**config.mk**
```make
export PLATFORM = sky130hd
export DESIGN_NAME = arc4_sched
export DESIGN_NICKNAME = d
export VERILOG_FILES = /design/src/rtl/arc4_pkg.sv /design/src/rtl/arc4_sched_s_port_mux.sv /design/src/rtl/arc4_sched.sv
export SDC_FILE = /design/constraint.sdc
export NUM_CORES = 1
export LEC_CHECK = 0
export CAP_MARGIN = 10
export CORE_UTILIZATION = 39
export DETAILED_ROUTE_END_ITERATION = 10
export GPL_TIMING_DRIVEN = 0
export PLACE_DENSITY = 0.77
export SKIP_LAST_GASP = 1
export SLEW_MARGIN = 15
export SYNTH_ARGS = -nofsm -noshare
export SYNTH_HDL_FRONTEND = slang
export SYNTH_SLANG_ARGS = --single-unit
```
**constraint.sdc**
```tcl
create_clock -name clk -period 3.3 [get_ports clk]
set_input_delay 0.33 -clock clk [delete_from_list [all_inputs] [get_ports clk]]
set_output_delay 0.33 -clock clk [all_outputs]
set_load 0.005 [all_outputs]
```
**src/rtl/arc4_pkg.sv**
```systemverilog
// Shared types and constants for the ARC4 sequencer.
//   phase_t       : externally visible phase (which engine owns S, or idle/done/error)
//   sched_state_t : internal sequencer state (start/wait split per engine)
//   state_phase() : maps an internal state onto the phase it reports
package arc4_pkg;

    localparam int S_ADDR_W = 8;
    localparam int S_DATA_W = 8;
    localparam int S_DEPTH  = 256;

    typedef enum logic [2:0] {
        PH_IDLE = 3'd0,
        PH_INIT = 3'd1,
        PH_KSA  = 3'd2,
        PH_PRGA = 3'd3,
        PH_DONE = 3'd4,
        PH_ERR  = 3'd5
    } phase_t;

    typedef enum logic [3:0] {
        ST_IDLE = 4'd0,
        ST_INIT = 4'd1,
        WT_INIT = 4'd2,
        ST_KSA  = 4'd3,
        WT_KSA  = 4'd4,
        ST_PRGA = 4'd5,
        WT_PRGA = 4'd6,
        ST_DONE = 4'd7,
        ST_ERR  = 4'd8
    } sched_state_t;

    function automatic phase_t state_phase(input sched_state_t s);
        phase_t p;
        case (s)
            ST_INIT, WT_INIT: p = PH_INIT;
            ST_KSA,  WT_KSA:  p = PH_KSA;
            ST_PRGA, WT_PRGA: p = PH_PRGA;
            ST_DONE:          p = PH_DONE;
            ST_ERR:           p = PH_ERR;
            default:          p = PH_IDLE;
        endcase
        return p;
    endfunction

endpackage

```
**src/rtl/arc4_sched_s_port_mux.sv**
```systemverilog
// Combinational 3:1 mux onto the single S-memory port.
//   owner                       : current phase; only INIT/KSA/PRGA own the port
//   {init,ksa,prga}_{addr,wrdata,wren} : engine-side port requests
//   s_addr/s_wrdata/s_wren      : shared port; all zero when no engine owns it
module s_port_mux
    import arc4_pkg::*;
(
    input  phase_t              owner,
    input  logic [S_ADDR_W-1:0] init_addr,
    input  logic [S_DATA_W-1:0] init_wrdata,
    input  logic                init_wren,
    input  logic [S_ADDR_W-1:0] ksa_addr,
    input  logic [S_DATA_W-1:0] ksa_wrdata,
    input  logic                ksa_wren,
    input  logic [S_ADDR_W-1:0] prga_addr,
    input  logic [S_DATA_W-1:0] prga_wrdata,
    input  logic                prga_wren,
    output logic [S_ADDR_W-1:0] s_addr,
    output logic [S_DATA_W-1:0] s_wrdata,
    output logic                s_wren
);

    always_comb begin
        s_addr   = '0;
        s_wrdata = '0;
        s_wren   = 1'b0;
        case (owner)
            PH_INIT: begin
                s_addr   = init_addr;
                s_wrdata = init_wrdata;
                s_wren   = init_wren;
            end
            PH_KSA: begin
                s_addr   = ksa_addr;
                s_wrdata = ksa_wrdata;
                s_wren   = ksa_wren;
            end
            PH_PRGA: begin
                s_addr   = prga_addr;
                s_wrdata = prga_wrdata;
                s_wren   = prga_wren;
            end
            default: ; // no owner: port parked at zero, no write can leak through
        endcase
    end

endmodule

```
**src/rtl/arc4_sched.sv**
```systemverilog
// ARC4 sequencer and S-memory arbiter: runs init -> ksa -> prga using en/rdy
// handshakes and hands the single S port to whichever engine is active.
//   clk, rst                : clock, synchronous active-high reset
//   en / rdy                : start request / idle-accepting (IDLE, DONE, ERR)
//   err                     : a phase timed out; sticky until next accepted en
//   phase                   : phase_t view of the sequencer
//   {init,ksa,prga}_en      : one-cycle engine start pulses
//   {init,ksa,prga}_rdy     : engine ready
//   {init,ksa,prga}_{addr,wrdata,wren} : engine S-port requests
//   s_addr/s_wrdata/s_wren  : shared S-memory port
module arc4_sched
    import arc4_pkg::*;
#(
    parameter int TIMEOUT = 4096
) (
    input  logic                clk,
    input  logic                rst,
    input  logic                en,
    output logic                rdy,
    output logic                err,
    output phase_t              phase,
    output logic                init_en,
    output logic                ksa_en,
    output logic                prga_en,
    input  logic                init_rdy,
    input  logic                ksa_rdy,
    input  logic                prga_rdy,
    input  logic [S_ADDR_W-1:0] init_addr,
    input  logic [S_DATA_W-1:0] init_wrdata,
    input  logic                init_wren,
    input  logic [S_ADDR_W-1:0] ksa_addr,
    input  logic [S_DATA_W-1:0] ksa_wrdata,
    input  logic                ksa_wren,
    input  logic [S_ADDR_W-1:0] prga_addr,
    input  logic [S_DATA_W-1:0] prga_wrdata,
    input  logic                prga_wren,
    output logic [S_ADDR_W-1:0] s_addr,
    output logic [S_DATA_W-1:0] s_wrdata,
    output logic                s_wren
);

    localparam int CNT_W = $clog2(TIMEOUT + 1);
    localparam logic [CNT_W-1:0] CNT_ONE = CNT_W'(1);
    localparam logic [CNT_W-1:0] CNT_TWO = CNT_W'(2);
    localparam logic [CNT_W-1:0] CNT_MAX = CNT_W'(TIMEOUT);

    sched_state_t     state_q, state_d;
    logic [CNT_W-1:0] cnt_q, cnt_d;
    logic             err_q, err_d;

    // Engine status and successor state for the phase currently waiting.
    logic             wt_rdy;
    sched_state_t     wt_next;
    logic [CNT_W-1:0] cnt_inc;

    always_ff @(posedge clk) begin
        if (rst) begin
            state_q <= ST_IDLE;
            cnt_q   <= '0;
            err_q   <= 1'b0;
        end else begin
            state_q <= state_d;
            cnt_q   <= cnt_d;
            err_q   <= err_d;
        end
    end

    always_comb begin
        wt_rdy  = 1'b0;
        wt_next = ST_IDLE;
        case (state_q)
            WT_INIT: begin wt_rdy = init_rdy; wt_next = ST_KSA;  end
            WT_KSA:  begin wt_rdy = ksa_rdy;  wt_next = ST_PRGA; end
            WT_PRGA: begin wt_rdy = prga_rdy; wt_next = ST_DONE; end
            default: ;
        endcase
    end

    // Saturating: the counter can never wrap back below TIMEOUT.
    assign cnt_inc = (cnt_q == CNT_MAX) ? cnt_q : cnt_q + CNT_ONE;

    // The counter restarts at the engine pulse and includes the pulse cycle,
    // so cnt_q is the number of cycles elapsed since the pulse. That lets
    // cnt_q==1 identify the cycle right after the pulse, whose rdy is stale.
    always_comb begin
        state_d = state_q;
        cnt_d   = cnt_q;
        err_d   = err_q;
        init_en = 1'b0;
        ksa_en  = 1'b0;
        prga_en = 1'b0;
        case (state_q)
            ST_IDLE, ST_DONE, ST_ERR: begin
                if (en) begin
                    state_d = ST_INIT;
                    cnt_d   = '0;
                    err_d   = 1'b0;
                end
            end
            ST_INIT: begin
                if (init_rdy) begin
                    init_en = 1'b1;
                    cnt_d   = CNT_ONE;
                    state_d = WT_INIT;
                end
            end
            ST_KSA: begin
                if (ksa_rdy) begin
                    ksa_en  = 1'b1;
                    cnt_d   = CNT_ONE;
                    state_d = WT_KSA;
                end
            end
            ST_PRGA: begin
                if (prga_rdy) begin
                    prga_en = 1'b1;
                    cnt_d   = CNT_ONE;
                    state_d = WT_PRGA;
                end
            end
            WT_INIT, WT_KSA, WT_PRGA: begin
                // Completion is tested first so it wins over a simultaneous timeout.
                if (wt_rdy && (cnt_q >= CNT_TWO)) begin
                    state_d = wt_next;
                    cnt_d   = '0;
                end else begin
                    cnt_d = cnt_inc;
                    if (cnt_inc == CNT_MAX) begin
                        state_d = ST_ERR;
                        err_d   = 1'b1;
                    end
                end
            end
            default: state_d = ST_IDLE;
        endcase
    end

    assign phase = state_phase(state_q);
    assign rdy   = (state_q == ST_IDLE) || (state_q == ST_DONE) || (state_q == ST_ERR);
    assign err   = err_q;

    s_port_mux u_s_port_mux (
        .owner       (phase),
        .init_addr   (init_addr),
        .init_wrdata (init_wrdata),
        .init_wren   (init_wren),
        .ksa_addr    (ksa_addr),
        .ksa_wrdata  (ksa_wrdata),
        .ksa_wren    (ksa_wren),
        .prga_addr   (prga_addr),
        .prga_wrdata (prga_wrdata),
        .prga_wren   (prga_wren),
        .s_addr      (s_addr),
        .s_wrdata    (s_wrdata),
        .s_wren      (s_wren)
    );

endmodule

```
## After elaboration in Yosys (flattened, before gate mapping)

Memories as Yosys holds them, arrays and structs flattened. A register that Yosys moved wholly into a read port is not among the register bits.
Cells that the tools add are included.

- Logic and storage cells: 68
- Output and inout port bits: 25
- Memories: 1
- Bits of input ports: 57
- Bits in registers: 18
- Memory bits (read-only): 48

- $lt $le $gt $ge: 1
- Equal/unequal tests: 20
- Reductions and logical operators: 11
- Multiplexer cells: 31
- $add $sub $neg: 1

Memory list:

| name | words | bits a word | rd ports | clocked after Yosys merged registers in | wr ports | RTL line | text |
|---|---|---|---|---|---|---|---|
| (name not given) | 16 | 3 | 1 | 1 | 0 | arc4_pkg.sv:34 | `case (s)` |

Operator list:

| kind | number |
|---|---|
| 2-to-1 mux 13 bit | 6 |
| case mux 13 bit (5 select lines) | 1 |
| case mux 8 bit (3 select lines) | 2 |
| 2-to-1 mux 4 bit | 8 |
| == test 13 bit (second input constant) | 2 |
| case mux 4 bit (5 select lines) | 1 |
| == test 4 x 3 -> 1 bit (second input constant) | 4 |
| adder 13 x 1 -> 13 bit (second input constant) | 1 |
| >= comparator 13 x 2 -> 1 bit (second input constant) | 1 |
| != test 2 bit (second input constant) | 6 |
| AND reduction 5 bit | 2 |
| 2-to-1 mux 1 bit | 9 |
| case mux 3 bit (3 select lines) | 1 |
| == test 4 x 2 -> 1 bit (second input constant) | 2 |
| == test 3 x 2 -> 1 bit (second input constant) | 2 |
| case mux 1 bit (3 select lines) | 2 |
| OR reduction 3 bit | 2 |
| nonzero test 5 bit | 1 |
| == test 4 x 1 -> 1 bit (second input constant) | 1 |
| == test 4 bit (second input constant) | 1 |
| zero test 4 bit | 1 |
| AND reduction 4 bit | 1 |
| == test 3 x 1 -> 1 bit (second input constant) | 1 |
| != test 3 bit (second input constant) | 1 |
| other kinds (4) | 5 |

## Logic depth before layout (Yosys ltp)

- Word-level depth: 8
- Depth in mapped cells: 13
- Mapped depth without buffers: 12

## Cells and area by module

From an unflattened synthesis, not the netlist that was laid out.

- Cell total of the unflattened synthesis: 248
- Area total of the unflattened synthesis: 1931.9 sq um

Modules (own cells, without submodules):

| module | cells an instance | sequential area each (sq um) | instances | area an instance (sq um) |
|---|---|---|---|---|
| arc4_sched | 187 | 420.4 | 1 | 1470.2 |
| s_port_mux | 61 | 0.0 | 1 | 461.7 |

## Worst setup path after synthesis

Ideal clock, no wire load.

- Path type: reg2reg
- Start point: reg cnt_q[5]
- End point: reg, netlist name phase[0]
- Arrival: 2.960 ns
- Required time: 3.179 ns
- Stages on the path, launching flop included: 11
- Setup time: 0.121 ns
- Path buffers: 1
- Period minus slack after synthesis: 3.081 ns
- Slack: 0.219 ns
- Path through: dfxtp_1 -> buf_6 -> or4_4 -> nor4_4 -> mux2i_1 -> a2111oi_4 -> o21bai_2 -> mux2_4 -> or2_1 -> ha_1 -> mux2_2

- Cells in the longest elaborated chain, start to end: 7
- Elaborated cells between the ends (all ways): 12
- Classes of those cells: 1 x add/sub; 1 x order compare; 3 x eq/ne; 5 x mux; 2 x reduce/logical

RTL lines:

| what | RTL line | text |
|---|---|---|
| from (decl) | arc4_sched.sv:48 | `logic [CNT_W-1:0] cnt_q, cnt_d;` |
| from (signal assigned) | arc4_sched.sv:63 | `cnt_q <= cnt_d;` |
| adder 13 x 1 -> 13 bit / == test 13 bit (equally long branches) | arc4_sched.sv:80 | `assign cnt_inc = (cnt_q == CNT_MAX) ? cnt_q : cnt_q + CNT_ONE;` |
| 2-to-1 mux 13 bit | arc4_sched.sv:80 |  |
| == test 13 bit | arc4_sched.sv:128 | `if (cnt_inc == CNT_MAX) begin` |
| != test 3 bit (no source line) | -- |  |
| AND reduction 5 bit (no source line) | -- |  |
| 2-to-1 mux 4 bit (no source line) * (2 in a row) | -- |  |

Every way passes the cells marked *; elsewhere a longest branch is shown, timed or not.
A chain may end at the register's enable or synchronous reset.

## Final worst setup path

- Start point: reg cnt_q[5]
- End point: reg, netlist name phase[0]

- Cells in the longest elaborated chain, start to end: 7
- Elaborated cells between the ends (all ways): 12
- Classes of those cells: 1 x add/sub; 1 x order compare; 3 x eq/ne; 5 x mux; 2 x reduce/logical

RTL lines:

| what | RTL line |
|---|---|
| adder 13 x 1 -> 13 bit / == test 13 bit (equally long branches) | arc4_sched.sv:80 |
| 2-to-1 mux 13 bit | arc4_sched.sv:80 |
| == test 13 bit | arc4_sched.sv:128 |
| != test 3 bit (no source line) | -- |
| AND reduction 5 bit (no source line) | -- |
| 2-to-1 mux 4 bit (no source line) * (2 in a row) | -- |

Marked as above.

==> metrics.md <==
| Metric | Value |
|---|---|
| Status | finished clean |
| YS warnings | 0 |
| # fillers | 447 |
| Delay-heaviest family, CP | compound AO/OA/AOI/OAI gates |
| CP peak stage delay | 570 ps |
| Clock-pin slew on the worst setup and hold paths | 80 ps |
| PD cells | 464 mW/mm2 |
| Maximum fanout along the worst path | 9 |
| Routed vias/inst | 5.57 |
| First-pass GRT wire length | 9560 um |
| Cts hold-fix bufs | 0 |
| TritonCTS clock tree | built |
| Max Clock Freq | 309 MHz |
| Crit. End Element | flip-flop |
| Post-DP HPWL | 4890 um |
| CTS max path bufs | 2 |
| Die span in x | 72.9 um |
| H-tree Lvls | 1 |
| Ys flop type | dfxtp_1 |
| Commonest non-fill, non-tap cell in the layout | clkdlybuf4s50_1 |
| Area Overhead vs Synth | 49.4% |
| Worst r2r src | cnt_q[5] |
| Die height | 72.9 um |
| Nets | 407 |
| Crit path kind | reg -> reg |
| Final WL | 6240 um |
| Dpl cells | 406 |
| Reg2Reg Capture Point | phase[0] |
| Maxcap violations | 0 |
| Final Cycle Share | 97.9% |
| Hold path cells | 2 |
| Minimum clock period | 3230 ps |
| Ant. Diodes | 0 |
| Crit path DAT | 3380 ps |
| TritonCTS Sinks | 21 |
| Row Count | 25 |
| Synthesized area per cell | 7.60 um2 |
| Grt ovf | 0 |
| DRT antenna net count | 0 |
| Worst reg2reg setup slack | 70 ps |
| Largest net degree at the start of global routing | 12 |
| Final Hold Fails | 0 |
| Reg2Reg Depth | 10 |
| Final setup vio count | 0 |
| Leakage | 0.00105 uW |
| Worst EP required | 3450 ps |
| EDFF count, synth | 0 |
| Yosys cell types | 52 |
| Synth area leader | dfxtp_1 |
| Hold endpoint | err |
| Ratio of cells with drive above 1 in the final layout | 12.5% |
| Non-Filler Instances | 410 |
| Crit path launch type | flip-flop |
| Residual DRC | 0 |
| Die ar. | 0.00532 mm2 |
| Hold Startpoint | err |
| GP Congestion | 0.894 |
| Fin util | 61.3% |
| Number of synthesized register bits | 21 |
| Critical path, cell by cell | buf_6 > or4_4 > a21o_1 > a211o_1 > a2111oi_4 > o21bai_4 > mux2_4 > or2_1 > ha_1 > mux2_2 |
| Post-Synthesis Cells | 258 |
| Post-synth top area share | 21.4% |
| IO Pins | 82 |
| VDD IR-drop max | 0.000436 V |
| Synth top area cells | dfxtp_1, mux2_2, a22oi_1 |
| Setup TNS | 0 ps |
| RSZ-0062 raised after global routing | yes |
| Drt first-iter violations | 83 |
| Post-Syn Nets | 321 |
| Vias in the first global route | 1,883 |
| Port Buf Inserts | 81 |
| HP Class | reg -> reg |
| Max_slew headroom | 39.7% |
| Commonest non-fill, non-tap cells in the layout | clkdlybuf4s50_1, nor2_1, a22oi_1, dfxtp_1, mux2_2 |
| Core footprint | 0.00479 mm2 |
| Worst-Skew Late Latency | 260 ps |
| Root buf cell | clkbuf_8 |
| TritonCTS Buffers | 3 |
| Worst slew pin tran | 898 ps |
| FFs w/ async S/R, synth | 0% |
| PnR Total Power | 1360 uW |
| GRT Overall Usage | 22.7% |
| Slew Viols, Final | 0 |
| Vias | 2,284 |
| Initial antenna violation count | 0 |
| DR pass1 iterations | 4 |
| Worst path slowest cell | or4_4 |
| Post-Synthesis Cell Area | 0.00196 mm2 |
| Sequential area share after synthesis | 21.4% |
| Clock skew | 11.8 ps |
| Multi-input gate area | 0.00145 mm2 |
| Initial Util | 41.0% |
| Drt wl/cell | 15.2 um |
| Register area | 422 um2 |
| CP bufs+invs | 1 |
logic make-up (layout without fill, tap and decap cells):
| family | Yosys count | after routing | share of synthesized area [%] |
|---|---|---|---|
| xor+xnor | 1 | 1 | 0.447 |
| mux | 25 | 25 | 14.4 |
| simple gates | 103 | 103 | 27.4 |
| fa+ha+maj | 6 | 6 | 3.83 |
| buf+inv | 28 | 113 | 5.93 |
| flops | 21 | 21 | 21.4 |
| compound gates | 74 | 74 | 26.6 |
synth_stat cells, types with 5 or more instances:
cell	number
nand4_1	5
o21ai_0	11
a21o_1	6
nand2_1	16
mux2_2	19
nor4_1	5
clkbuf_1	14
dfxtp_1	21
nand3_1	7
or3_1	6
and3_1	6
inv_1	6
ha_1	6
a22oi_1	20
nor3_1	6
nor2_1	35
a21oi_1	17
registers in the layout, summed over array words and instances, names as in the netlist:
| signal | cells |
|---|---|
| cnt_q | 13 |
| err | 1 |
| phase | 3 |
| state_q | 4 |
report_power, final:
part	internal (uW)	total, uW	switching, uW
clock	86.0	171	85.1
sequential	278	295	17.6
combinational	470	893	423
total	834	1360	526
metrics by stage:
stage	area [um2]	setup slack [ps]	hold WS, ps
after floorplan	1960	219	441
after global placement	2860	-56.9	464
after detailed placement	2860	-82.6	467
after CTS	2910	6.01	485
after global routing	2930	-56.6	529
final	2930	68.1	478
worst max-delay path by stage:
stage / from / to / slack (ps) / cells after the start
4_1_cts: cnt_q[0] / phase[0] / 6 / 10
3_5_place_dp: ksa_rdy / phase[0] / -80 / 11
3_3_place_gp: prga_rdy / phase[0] / -60 / 11
5_1_grt: cnt_q[0] / phase[0] / -60 / 10
2_1_floorplan: cnt_q[5] / phase[0] / 220 / 10
6_report: cnt_q[5] / phase[0] / 70 / 10
layout make-up:
cell class / instances / area share (%)
plain buffers: 21 / 3.16
flip-flops and latches: 21 / 14.4
clock buffers: 4 / 1.54
well taps: 67 / 2.86
repair buffers: 82 / 27.9
multi-input cells: 209 / 49.4
inverters: 6 / 0.768
routing by layer:
metal,track usage [%],vias up,part of all wire (%)
li1,-,1135,-
met1,31.2,1060,45
met2,37.7,77,49
met3,2.90,12,4.5
met4,5.23,0,1.5
met5,0,-,0
tightest hold or removal path: cells and delay by family (launching register included):
kind | cells | cell delay, ps
flops | 1 | 310
buf+inv | 1 | 50
compound gates | 1 | 60
what timing repair did:
| action | in CTS | in global routing |
|---|---|---|
| gates cloned | 0 | 0 |
| setup buffers | 0 | 1 |
| gates resized for setup | 2 | 8 |
| pin swaps | 0 | 2 |
| setup endpoints to repair | 1 | 13 |
No activity file was read; power rests on OpenSTA's default activity.
